`config.mk`:
```
export PLATFORM = sky130hd
export DESIGN_NAME = multdiv_unit_flat
export DESIGN_NICKNAME = d
export VERILOG_FILES = /design/src/rtl/multdiv_unit_if.sv /design/src/rtl/multdiv_unit.sv /design/src/flat_wrapper.sv
export SDC_FILE = /design/constraint.sdc
export NUM_CORES = 1
export LEC_CHECK = 0
export BUFFER_PORTS_ARGS = -buffer_cell sky130_fd_sc_hd__buf_4
export CAP_MARGIN = 20
export CORE_MARGIN = 5
export CORE_UTILIZATION = 50
export CTS_BUF_LIST = sky130_fd_sc_hd__clkbuf_8
export DETAILED_ROUTE_END_ITERATION = 10
export HOLD_SLACK_MARGIN = 0.08
export PLACE_DENSITY = 0.75
export REMOVE_ABC_BUFFERS = 1
export SLEW_MARGIN = 20
export SYNTH_ARGS = -nofsm -noshare
export SYNTH_HDL_FRONTEND = slang
export SYNTH_SLANG_ARGS = --single-unit
```
`constraint.sdc`:
```
create_clock -name clock -period 5.6 [get_ports clock]
set_clock_uncertainty 0.15 [all_clocks]
set_input_delay 0.28 -clock clock [delete_from_list [all_inputs] [get_ports clock]]
set_output_delay 0.28 -clock clock [all_outputs]
set_load 0.02 [all_outputs]
```
`src/rtl/multdiv_unit_if.sv`:
```
// multdiv_unit_if: operand, start and result signals between the
// execute stage and the iterative multiply/divide unit.
interface multdiv_unit_if #(
   parameter int WIDTH = 32
);
   logic             ctrl_MULT;
   logic             ctrl_DIV;
   logic [WIDTH-1:0] data_operandA;
   logic [WIDTH-1:0] data_operandB;
   logic [WIDTH-1:0] data_result;
   logic             data_exception;
   logic             data_resultRDY;

   modport master (
      output ctrl_MULT, ctrl_DIV,
      output data_operandA, data_operandB,
      input  data_result, data_exception, data_resultRDY
   );

   modport slave (
      input  ctrl_MULT, ctrl_DIV,
      input  data_operandA, data_operandB,
      output data_result, data_exception, data_resultRDY
   );
endinterface

```
`src/rtl/multdiv_unit.sv`:
```
// multdiv_unit: iterative signed 32-bit multiply/divide,
// one bit per cycle, fixed 33-cycle latency from the start edge.
module multdiv_unit #(
   parameter int WIDTH = 32
) (
   input logic           clock,
   input logic           reset_n,
   multdiv_unit_if.slave bus
);
   localparam int CW = $clog2(WIDTH) + 1;

   typedef enum logic [1:0] {IDLE, MULT, DIV, DONE} state_t;

   state_t             state_q, state_d;
   logic [CW-1:0]      cnt_q, cnt_d;
   logic [2*WIDTH-1:0] a_q, a_d;
   logic [2*WIDTH-1:0] acc_q, acc_d;
   logic [WIDTH-1:0]   b_q, b_d;
   logic [WIDTH-1:0]   res_q, res_d;
   logic               neg_q, neg_d;
   logic               dz_q, dz_d;
   logic               ovf_q, ovf_d;
   logic               exc_q, exc_d;
   logic               rdy_q, rdy_d;

   logic               start;
   logic               last;
   logic [WIDTH-1:0]   mag_a, mag_b;
   logic [WIDTH:0]     rem_sh, rem_sub;
   logic [2*WIDTH-1:0] prod;
   logic [WIDTH-1:0]   quot;

   // state, datapath and result registers
   always_ff @(posedge clock or negedge reset_n) begin
      if (!reset_n) begin
         state_q <= IDLE;
         cnt_q   <= '0;
         a_q     <= '0;
         acc_q   <= '0;
         b_q     <= '0;
         res_q   <= '0;
         neg_q   <= 1'b0;
         dz_q    <= 1'b0;
         ovf_q   <= 1'b0;
         exc_q   <= 1'b0;
         rdy_q   <= 1'b0;
      end else begin
         state_q <= state_d;
         cnt_q   <= cnt_d;
         a_q     <= a_d;
         acc_q   <= acc_d;
         b_q     <= b_d;
         res_q   <= res_d;
         neg_q   <= neg_d;
         dz_q    <= dz_d;
         ovf_q   <= ovf_d;
         exc_q   <= exc_d;
         rdy_q   <= rdy_d;
      end
   end

   // next state: iterate, complete, or (re)start on any ctrl pulse
   always_comb begin
      state_d = state_q;
      cnt_d   = cnt_q;
      a_d     = a_q;
      acc_d   = acc_q;
      b_d     = b_q;
      res_d   = res_q;
      neg_d   = neg_q;
      dz_d    = dz_q;
      ovf_d   = ovf_q;
      exc_d   = exc_q;
      rdy_d   = 1'b0;

      start = bus.ctrl_MULT | bus.ctrl_DIV;
      last  = (cnt_q == CW'(WIDTH));
      mag_a = bus.data_operandA[WIDTH-1] ?
              -bus.data_operandA : bus.data_operandA;
      mag_b = bus.data_operandB[WIDTH-1] ?
              -bus.data_operandB : bus.data_operandB;

      // restoring step: remainder in acc, dividend/quotient in b
      rem_sh  = {acc_q[WIDTH-1:0], b_q[WIDTH-1]};
      rem_sub = rem_sh - {1'b0, a_q[WIDTH-1:0]};
      prod    = neg_q ? -acc_q : acc_q;
      quot    = neg_q ? -b_q : b_q;

      unique case (state_q)
         MULT: begin
            if (last) begin
               res_d   = prod[WIDTH-1:0];
               exc_d   = prod[2*WIDTH-1:WIDTH] !=
                         {WIDTH{prod[WIDTH-1]}};
               rdy_d   = 1'b1;
               state_d = DONE;
            end else begin
               if (b_q[0]) acc_d = acc_q + a_q;
               a_d   = a_q << 1;
               b_d   = b_q >> 1;
               cnt_d = cnt_q + 1'b1;
            end
         end
         DIV: begin
            if (last) begin
               if (dz_q) begin
                  res_d = '0;
               end else if (ovf_q) begin
                  res_d = {1'b1, {(WIDTH-1){1'b0}}};
               end else begin
                  res_d = quot;
               end
               exc_d   = dz_q | ovf_q;
               rdy_d   = 1'b1;
               state_d = DONE;
            end else begin
               if (!rem_sub[WIDTH]) begin
                  acc_d = {{(WIDTH-1){1'b0}}, rem_sub};
                  b_d   = {b_q[WIDTH-2:0], 1'b1};
               end else begin
                  acc_d = {{(WIDTH-1){1'b0}}, rem_sh};
                  b_d   = {b_q[WIDTH-2:0], 1'b0};
               end
               cnt_d = cnt_q + 1'b1;
            end
         end
         DONE:    state_d = IDLE;
         default: state_d = IDLE;
      endcase

      // a start aborts any running op; a completing result above
      // is kept because res/exc/rdy are not touched here
      if (start) begin
         cnt_d = '0;
         acc_d = '0;
         neg_d = bus.data_operandA[WIDTH-1] ^
                 bus.data_operandB[WIDTH-1];
         if (bus.ctrl_MULT) begin
            state_d = MULT;
            a_d     = {{WIDTH{1'b0}}, mag_a};
            b_d     = mag_b;
            dz_d    = 1'b0;
            ovf_d   = 1'b0;
         end else begin
            state_d = DIV;
            a_d     = {{WIDTH{1'b0}}, mag_b};
            b_d     = mag_a;
            dz_d    = (bus.data_operandB == '0);
            ovf_d   = (bus.data_operandA ==
                       {1'b1, {(WIDTH-1){1'b0}}}) &&
                      (bus.data_operandB == '1);
         end
      end
   end

   assign bus.data_result    = res_q;
   assign bus.data_exception = exc_q;
   assign bus.data_resultRDY = rdy_q;
endmodule

```
`src/flat_wrapper.sv`:
```
// flat-port wrapper written by rule: the top's interface ports become plain ports
module multdiv_unit_flat 
#(
   parameter int WIDTH = 32
)
  (clock, reset_n, bus_ctrl_MULT, bus_ctrl_DIV, bus_data_operandA, bus_data_operandB, bus_data_result, bus_data_exception, bus_data_resultRDY);
  multdiv_unit_if #(.WIDTH(WIDTH)) bus_i ();
  input logic clock;
  input logic reset_n;
  input wire logic [$bits(bus_i.ctrl_MULT)-1:0] bus_ctrl_MULT;
  input wire logic [$bits(bus_i.ctrl_DIV)-1:0] bus_ctrl_DIV;
  input wire logic [$bits(bus_i.data_operandA)-1:0] bus_data_operandA;
  input wire logic [$bits(bus_i.data_operandB)-1:0] bus_data_operandB;
  output wire logic [$bits(bus_i.data_result)-1:0] bus_data_result;
  output wire logic [$bits(bus_i.data_exception)-1:0] bus_data_exception;
  output wire logic [$bits(bus_i.data_resultRDY)-1:0] bus_data_resultRDY;
  assign bus_i.ctrl_MULT = bus_ctrl_MULT;
  assign bus_i.ctrl_DIV = bus_ctrl_DIV;
  assign bus_i.data_operandA = bus_data_operandA;
  assign bus_i.data_operandB = bus_data_operandB;
  assign bus_data_result = bus_i.data_result;
  assign bus_data_exception = bus_i.data_exception;
  assign bus_data_resultRDY = bus_i.data_resultRDY;
  multdiv_unit #(.WIDTH(WIDTH)) u_core (.clock(clock), .reset_n(reset_n), .bus(bus_i));
endmodule
```
==> results.py <==
metrics = {
    "run_status": {
        "outcome": "finished clean",
    },
    "flow_run": {
        "cap_viol_max_count": 0,
    },
    "clock_tree": {
        "clk_pin_slew_ns": 0.06,
        "cts_buffers": 42,
        "cts_max_level": 2,
        "clock_latency_ns": 0.62,
        "clockRootBuffer": "clkbuf_8",
        "cts_tree": "done",
        "post_cts_buffers": 0,
        "clkSinkCount": 205,
        "clockBufferDepth": 3,
    },
    "floorplan": {
        "ioPinCount": 102,
        "die_x_um": 207.0,
        "core_mm2": 0.03856,
        "fp.dieArea_mm2": 0.04285,
        "die-height_um": 207.0,
        "start_util": 0.5033,
        "placementRows": 72,
    },
    "place": {
        "dp_hpwl_mm": 47.32,
        "port_buffers": 101,
        "place_inst": 2947,
        "gp_congestion": 0.9616,
    },
    "global_route": {
        "grt-busiest-layer": "met2",
        "antenna_found_initial": 1,
        "grt_max_degree": 120,
        "grt_util_met3": 0.04962,
        "grt_pass1_vias": 19100,
        "grtUsageTotal": 0.2941,
        "gr-usage-met2": 0.4752,
        "grt.met1_usage": 0.3976,
        "grt_overflow_total": 0,
        "grt_pass1_wl_mm": 105.2,
    },
    "sta": {
        "slew_headroom": 0.3857,
        "clock.fmax_mhz": 209.6,
        "setup_violations": 0,
        "rsz0062_at_grt": "false",
        "drv_slew": 0,
        "worst_pin_slew_ns": 0.8982,
        "hold_viol": 0,
        "period_needed_ns": 4.772,
        "layout_worst_path_cycle_share": 0.8522,
    },
    "setup_path": {
        "crit_path_start": "u_core.b_q[31]$_DFFE_PN0P_",
        "arrival_ns": 5.09,
        "cp_max_fo": 17,
        "rr_worst_depth": 19,
        "critPathLaunchType": "flip-flop",
        "critPathRequiredTime_ns": 5.92,
        "end_kind": "flip-flop",
        "timing.rr.start": "u_core.b_q[31]$_DFFE_PN0P_",
        "critPathKind": "flip-flop to flip-flop",
    },
    "route": {
        "drt-total-wl_mm": 66.03,
        "vias": 19940,
        "wl_per_cell_um": 21.29,
        "firstDrtPassIters": 6,
        "drcViolationCount": 0,
        "postRouteAntennaNets": 0,
        "first_iter_violations": 2104,
        "drt-vias-per-instance": 6.431,
    },
    "yosys": {
        "synth_seq_cells": 205,
        "async_flop_share": 1.000,
        "synth-main-ff-cell": "dfrtp_1",
        "syn_area_per_cell_um2": 7.885,
        "ys_seq_area_frac": 0.2643,
        "ys.warnings.count": 0,
        "yosysUniqueCellTypes": 87,
        "synthesis.area_mm2": 0.01941,
        "synth_edf_count": 0,
        "synthCells": 2461,
    },
    "power_and_ir_drop": {
        "p_total_mw": 6.735,
        "powerDensity_mw_per_mm2": 305.1,
        "leakagePower_nw": 9.643,
        "peakVddDrop_mv": 0.2413,
    },
    "worst_hold_path": {
        "hp-class": "primary input to flip-flop",
        "min_from": "bus_data_operandB[13]",
        "min_path_cells": 4,
    },
    "final_layout": {
        "nets": 2727,
        "final_common_cell": "nand2_1",
        "layout-drive-gt1-share": 0.09411,
        "final_cell_mix": "262 x nand2_1, 204 x dfrtp_1, 192 x a21oi_1",
        "fin_util": 0.5726,
        "final_cells": 3101,
        "areaGrowthSynthToFinish_pct": 13.77,
    },
}
## power by group
| group | total, mW | switching, mW | internal [mW] | leakage [nW] |
|---|---|---|---|---|
| clock | 1.64 | 0.738 | 0.898 | 0.498 |
| sequential | 2.03 | 0.324 | 1.71 | 2.61 |
| combinational | 3.07 | 1.84 | 1.23 | 6.53 |
## state kept, by name (all words and copies together) (netlist names)
| signal | count |
|---|---|
| u_core.bus.data_resultRDY | 1 |
| u_core.state_q | 2 |
| u_core.neg_q | 1 |
| u_core.cnt_q | 6 |
| u_core.bus.data_result | 32 |
| u_core.b_q | 32 |
| u_core.dz_q | 1 |
| u_core.acc_q | 64 |
| u_core.bus.data_exception | 1 |
| u_core.ovf_q | 1 |
| u_core.a_q | 64 |
## layer usage
metal,vias up,part of all wire
met1,9521,0.42
met3,168,0.081
met5,-,0
met2,946,0.46
met4,0,0.038
li1,9308,-
## kinds of logic (layout without fill, tap and decap cells)
logic type / Yosys count / after routing / share of synthesized area
and+or+nand+nor: 788 / 788 / 0.1995
DFF: 205 / 205 / 0.2643
buffers and inverters: 233 / 354 / 0.04681
other: 0 / 1 / 0
AOI/OAI and AO/OA: 868 / 868 / 0.2979
muxes: 48 / 48 / 0.02573
xor gates and xnor gates: 211 / 211 / 0.09523
adders and majority gates: 108 / 108 / 0.07041
## area by class of cell
type                            count  area, um2
Fill cell                        3561      16480
Clock buffer                       50      688.2
Multi-Input combinational cell   2023      13420
Clock inverter                     25      156.4
Tap cell                          518      648.1
Sequential cell                   205       5134
Antenna cell                        1      2.502
Inverter                           76      285.3
Timing Repair Buffer              203       1744
## synth_stat cells (21+ instances only)
library cell | number | area (um2)
mux2i_1 | 33 | 330.3
xor2_1 | 108 | 945.9
a21o_1 | 73 | 548.0
ha_1 | 106 | 1326
inv_1 | 75 | 281.5
o21a_1 | 48 | 360.4
nand2_1 | 263 | 987.2
or3_1 | 36 | 225.2
a211oi_1 | 58 | 435.4
nand3_1 | 51 | 255.2
or4_1 | 25 | 187.7
o211ai_1 | 21 | 157.7
xnor2_1 | 103 | 902.1
o31ai_1 | 54 | 405.4
a31oi_1 | 34 | 212.7
clkbuf_1 | 127 | 476.7
a21oi_1 | 192 | 960.9
nand4_1 | 32 | 200.2
nor2b_1 | 25 | 156.4
dfrtp_1 | 205 | 5130
nor2_1 | 183 | 686.9
o41ai_1 | 21 | 183.9
nand2b_1 | 31 | 193.9
buf_1 | 22 | 82.58
o221ai_1 | 36 | 315.3
nor3_1 | 47 | 235.2
o21ai_0 | 192 | 960.9
## path summary, 6_finish.rpt
path                            slack, ns                                     end
max in group asynchronous            3.70  u_core.bus.data_result[27]$_DFFE_PN0P_
min in group asynchronous            0.55            u_core.acc_q[56]$_DFFE_PN0P_
worst min register to register       0.34   u_core.bus.data_result[8]$_DFFE_PN0P_
worst max register to register       0.83            u_core.acc_q[24]$_DFFE_PN0P_
worst max-delay path                 0.83            u_core.acc_q[24]$_DFFE_PN0P_
worst min-delay path                 0.12              u_core.b_q[13]$_DFFE_PN0P_
## metrics by stage
stage / cell area, um2 / hold slack, ns / TNS, ns / worst slack [ns]
after CTS: 22030 / 0.08038 / 0 / 0.8930
after floorplan: 18780 / -0.1656 / -320.22 / -5.798
after global placement: 20430 / 0.2999 / 0 / 1.046
after detailed placement: 20430 / 0.3007 / 0 / 0.9172
final: 22080 / 0.1158 / 0 / 0.8279
after global routing: 22080 / 0.1118 / 0 / 0.5577
## timing repair
item / in CTS / in global routing
endpoints found under the hold margin: 179 / 35
hold buffers: 76 / 1
gates resized for setup: 0 / 0
setup endpoints to repair: 0 / 0
## critical path, stage by stage (launching register included)
cell,delay [ns]
dfrtp_1,0.51
inv_1,0.11
ha_1,0.24
fa_1,0.41
nor2b_1,0.11
o21ai_0,0.11
a21o_1,0.25
a22o_1,0.23
o31ai_1,0.37
o21ai_0,0.23
a31oi_1,0.30
a21o_1,0.17
a21o_1,0.14
ha_1,0.29
buf_4,0.22
and2_1,0.22
nand2_1,0.14
nor2_1,0.05
a221oi_1,0.21
o221ai_1,0.15
Power figures use the tool's default switching activity.
